**src/rtl/lorenz_param_loader.sv**
```systemverilog
// Lorenz solver parameter loader.
// Debounces a PIO parameter word (signed 7.20 fixed point), clamps it to a
// legal range and hands it to the solver only on an integration step boundary.
//
// Ports:
//   clk           system clock
//   reset_n       asynchronous active-low reset
//   pio_in        raw parameter word from the PIO out_port
//   step_boundary one-cycle pulse when a solver integration step completes
//   param_out     clamped parameter currently applied to the solver
//   param_load    one-cycle strobe: param_out changed this cycle
//   pending       a new word is settling or waiting for a step boundary
//   clamped       last loaded value was clamped
//   load_count    number of loads since reset, wraps modulo 2^16
module lorenz_param_loader #(
  parameter int unsigned      WIDTH         = 27,
  parameter int unsigned      SETTLE_CYCLES = 4,
  parameter logic [WIDTH-1:0] RESET_VALUE   = 27'h0A00000,
  parameter logic [WIDTH-1:0] MIN_VAL       = 27'h0000000,
  parameter logic [WIDTH-1:0] MAX_VAL       = 27'h3200000
) (
  input  logic             clk,
  input  logic             reset_n,
  input  logic [WIDTH-1:0] pio_in,
  input  logic             step_boundary,
  output logic [WIDTH-1:0] param_out,
  output logic             param_load,
  output logic             pending,
  output logic             clamped,
  output logic [15:0]      load_count
);

  localparam int unsigned    CNT_W    = 8;
  localparam logic [CNT_W-1:0] CNT_LAST = CNT_W'(SETTLE_CYCLES - 1);

  typedef enum logic [1:0] {
    IDLE      = 2'd0,
    SETTLE    = 2'd1,
    WAIT_STEP = 2'd2
  } state_t;

  state_t             state_q, state_d;
  logic [WIDTH-1:0]   accepted_q;
  logic [WIDTH-1:0]   cand_q, cand_d;
  logic [CNT_W-1:0]   cnt_q, cnt_d;
  logic               load_c;
  logic               below_c, above_c;
  logic [WIDTH-1:0]   clamp_val_c;

  // Word on the PIO differs from the candidate currently being tracked
  logic cand_diff_c;
  assign cand_diff_c = (pio_in != cand_q);

  // State register
  always_ff @(posedge clk or negedge reset_n) begin
    if (!reset_n) state_q <= IDLE;
    else          state_q <= state_d;
  end

  // Next-state logic; a PIO change in WAIT_STEP wins over a simultaneous step
  always_comb begin
    state_d = state_q;
    case (state_q)
      IDLE: begin
        if (pio_in != accepted_q) state_d = SETTLE;
      end
      SETTLE: begin
        if (!cand_diff_c && (cnt_q == CNT_LAST)) begin
          state_d = (cand_q == accepted_q) ? IDLE : WAIT_STEP;
        end
      end
      WAIT_STEP: begin
        if (cand_diff_c)        state_d = SETTLE;
        else if (step_boundary) state_d = IDLE;
      end
      default: state_d = IDLE;
    endcase
  end

  // Candidate tracking, settle counter and load decision
  always_comb begin
    cand_d = cand_q;
    cnt_d  = cnt_q;
    load_c = 1'b0;
    case (state_q)
      IDLE: begin
        if (pio_in != accepted_q) begin
          cand_d = pio_in;
          cnt_d  = '0;
        end
      end
      SETTLE: begin
        if (cand_diff_c) begin
          cand_d = pio_in;
          cnt_d  = '0;
        end else if (cnt_q == CNT_LAST) begin
          cnt_d = '0;
        end else begin
          cnt_d = cnt_q + CNT_W'(1);
        end
      end
      WAIT_STEP: begin
        if (cand_diff_c) begin
          cand_d = pio_in;
          cnt_d  = '0;
        end else if (step_boundary) begin
          load_c = 1'b1;
        end
      end
      default: begin
        cand_d = cand_q;
        cnt_d  = '0;
      end
    endcase
  end

  // Signed clamp of the settled candidate
  always_comb begin
    below_c     = ($signed(cand_q) < $signed(MIN_VAL));
    above_c     = ($signed(cand_q) > $signed(MAX_VAL));
    clamp_val_c = cand_q;
    if (below_c)      clamp_val_c = MIN_VAL;
    else if (above_c) clamp_val_c = MAX_VAL;
  end

  // Datapath and registered outputs
  always_ff @(posedge clk or negedge reset_n) begin
    if (!reset_n) begin
      accepted_q <= RESET_VALUE;
      cand_q     <= RESET_VALUE;
      cnt_q      <= '0;
      param_out  <= RESET_VALUE;
      param_load <= 1'b0;
      pending    <= 1'b0;
      clamped    <= 1'b0;
      load_count <= '0;
    end else begin
      cand_q     <= cand_d;
      cnt_q      <= cnt_d;
      param_load <= load_c;
      pending    <= (state_d != IDLE);
      if (load_c) begin
        accepted_q <= cand_q;
        param_out  <= clamp_val_c;
        clamped    <= below_c | above_c;
        load_count <= load_count + 16'd1;
      end
    end
  end

endmodule

```
**config.mk**
```make
export PLATFORM = sky130hd
export DESIGN_NAME = lorenz_param_loader
export DESIGN_NICKNAME = d
export VERILOG_FILES = /design/src/rtl/lorenz_param_loader.sv
export SDC_FILE = /design/constraint.sdc
export NUM_CORES = 1
export LEC_CHECK = 0
export ABC_AREA = 1
export ABC_CLOCK_PERIOD_IN_PS = 3000
export CORE_MARGIN = 2
export CORE_UTILIZATION = 61
export DETAILED_ROUTE_END_ITERATION = 8
export PLACE_DENSITY = 0.89
export SLEW_MARGIN = 20
export SYNTH_ARGS = -nofsm -noshare
export SYNTH_HDL_FRONTEND = slang
export SYNTH_SLANG_ARGS = --single-unit
```
**constraint.sdc**
```tcl
create_clock -name clk -period 3 [get_ports clk]
set_input_delay 0.6 -clock clk [delete_from_list [all_inputs] [get_ports clk]]
set_output_delay 0.6 -clock clk [all_outputs]
set_load 0.02 [all_outputs]
```
==> reports/metrics.csv <==
stage;metric;value;unit
cells_and_area;diodes;0;
clocking;cts-hold-fix-buffers;0;
sta;rsz0062_at_grt;false;
clocking;cts_setup_buffers;0;
placed_design;postPlaceCellArea;7038;um2
floorplanning;num_io_pins;76;
global_routing;grt-ovfl-total;0;
cells_and_area;ff_latch_area;2735;um2
cells_and_area;final_cell_count_no_fill;1055;
sta;relSlewSlack;62.04;%
power;ir_worst_vdd;0.2651;mV
routing;vias;5476;
sta;fin_skew;15.80;ps
routing;drc;0;
setup_path;rr_worst_depth;10;
clocking;cts_buffers;9;
global_routing;grt_pass1_vias;5181;
power;finalPower;2.717;mW
power;p_int;2.006;mW
global_routing;antenna_found_initial;0;
cells_and_area;final_nets;953;
sta;hold_ws;182.4;ps
setup_path;crit_arrival;2780;ps
placed_design;gp_congestion;0.9131;
floorplanning;core_area;9774;um2
placed_design;dp_hpwl;10460;um
floorplanning;rows;36;
clocking;insertion_delay;390;ps
power;swShare;26.17;%
sta;setup_tns;0;ps
power;p_sw;0.7111;mW
setup_path;crit_fanout;28;
logic_synthesis;yosys-top-cells-count;nand2_1 (314), dfrtp_1 (103), inv_1 (91);
global_routing;grt_pass1_wl;24140;um
min_path;holdCritPathClass;in -> async;
placed_design;place_ws;150.1;ps
power;pwr-share-clk;34.4;%
clocking;cts_max_path_buffers;2;
cells_and_area;post-route-util;74.12;%
power;seqPwrFrac;56.0;%
sta;timing.final.crit_share;82.45;%
floorplanning;chipHeight;104.4;um
placed_design;port_buffers;74;
clocking;ctsResizeCount;0;
logic_synthesis;yosysWarnings;0;
routing;antenna_left;0;
floorplanning;initial_core_util;62.88;%
power;leakagePower;3.433;nW
logic_synthesis;avgSynthCellArea;7.291;um2
cells_and_area;final_area;7244;um2
floorplanning;die_area;10890;um2
sta;slew_violations;0;
logic_synthesis;synth_top_area_share;41.94;%
sta;period_needed;2474;ps
global_routing;grt.total_usage;27.31;%
logic_synthesis;synth.most_common_cell;nand2_1;
setup_path;endpoint_kind;flip-flop;
logic_synthesis;yosys.area.top_type;dfrtp_1;
logic_synthesis;postSynth.asyncResetShare;100.0;%
logic_synthesis;ys_seq_area_share;44.50;%
sta;tightest_slew;569.3;ps
logic_synthesis;ys_ff_latch;109;
clocking;clock-sinks;109;
run;drv_cap;0;
logic_synthesis;yosys-top-cells-area;dfrtp_1 (42%), nand2_1 (19%), xnor2_1 (5.8%);
sta;setup_slack;526.4;ps
clocking;clk_pin_slew;110;ps
routing;routedWlPerCell;13.31;um
logic_synthesis;syn-num-nets;879;
routing;drt-total-wl;14040;um
setup_path;startpoint_type;input pin;
floorplanning;die_x;104.4;um
logic_synthesis;netlist_area;6146;um2
cells_and_area;syn2layout_area_growth;17.87;%
logic_synthesis;synth_edf_count;0;
setup_path;critPathKind;in -> reg;
cells_and_area;multi_input_area;2892;um2
logic_synthesis;synth_cells;843;
cells_and_area;n_fill_cell;766;
sta;hold_violations;0;
outcome;status;finished clean;
routing;drt_first_pass_iters;5;
logic_synthesis;synth_ff_type;dfrtp_1;
global_routing;grt_max_degree;44;
sta;fmax;404.3;MHz
routing;first_iter_violations;311;
placed_design;dpl.cell_count;1039;
sta;setup_viol;0;
routing;vias_per_cell;5.191;
setup_path;critical_path_required;3310;ps
logic_synthesis;yosysUniqueCellTypes;29;
cells_and_area;drive_gt1_share;5.423;%
clocking;cts-root-buf;clkbuf_8;
power;comb_power_share;9.6;%
clocking;ctsHtreeMaxLevel;3;
clocking;tritoncts;built;
power;powerDensity;375.0;nW/um2
-- registers in the layout (all words and copies together) (netlist names) --
name / flops
cand_q: 27
param_load: 1
state_q: 2
load_count: 16
accepted_q: 27
pending: 1
clamped: 1
cnt_q: 8
param_out: 26
-- power groups by stage --
stage	sequential [mW]	clock (mW)	combinational (mW)
finish	1.52	0.936	0.260
global route	1.53	1.01	0.294
CTS	1.52	0.949	0.262
detailed placement	1.55	0	0.258
global placement	1.55	0	0.254
floorplan	1.54	0	0.145
-- kinds of logic after synthesis --
group	share of synthesized area, %
and+or+nand+nor	30.56
buffers and inverters	8.449
DFF	44.50
AOI/OAI and AO/OA	7.370
xor gates and xnor gates	7.838
adders and majority gates	1.221
other	0.06102
-- area by class of cell --
type                            instances  area share [%]
Sequential cell                       109           37.75
Clock buffer                           10           1.900
Timing Repair Buffer                   87           12.06
Multi-Input combinational cell        611           39.91
Inverter                               99           5.130
Clock inverter                          6          0.9499
Tap cell                              133           2.297
-- path summary, 6_finish.rpt --
| path | startpoint | slack [ps] | to |
|---|---|---|---|
| max in group asynchronous | reset_n | 2010 | param_out[21] |
| setup reg to reg | cand_q[10] | 780 | param_out[5] |
| setup / recovery | pio_in[20] | 530 | param_out[5] |
| min in group clk | param_out[23] | 480 | param_out[23] |
| hold reg to reg | param_out[23] | 480 | param_out[23] |
| hold / removal | reset_n | 180 | load_count[4] |
-- worst max-delay path: stages --
cell and delay, ps:
clkdlybuf4s50_1 490, xnor2_1 290, nand2_1 100, nor2_1 110, nand2_1 60, nor2_2 200, nand3_4 190, nor2_8 150
buf_4 290, nand2_1 120, o21ai_1 150
-- layer usage --
layer  track usage, %  vias to the layer above  wire length [um]
met3            3.822                       26               695
met2            44.86                      148              6684
met1            36.85                     2545              6334
met4            10.42                        0               325
met5                0                        -                 0
li1                 -                     2757                 -
-- placed cells by master (no fill, tap or decap), drive strengths merged --
cell type and n:
dfstp 6, xor2 14, xnor2 41, nand2 314
o21ai 82, nand3b 1, clkinvlp 1, clkbuf 10
nor2 86, inv 100, nor3 5, clkdlybuf4s50 73
bufinv 1, nand4 19, dfrtp 103, conb 1
nand3 30, ha 6, a2111oi 1, a21oi 6
buf 14, clkinv 3, nor4 5
(Power assumes the default switching activity.)
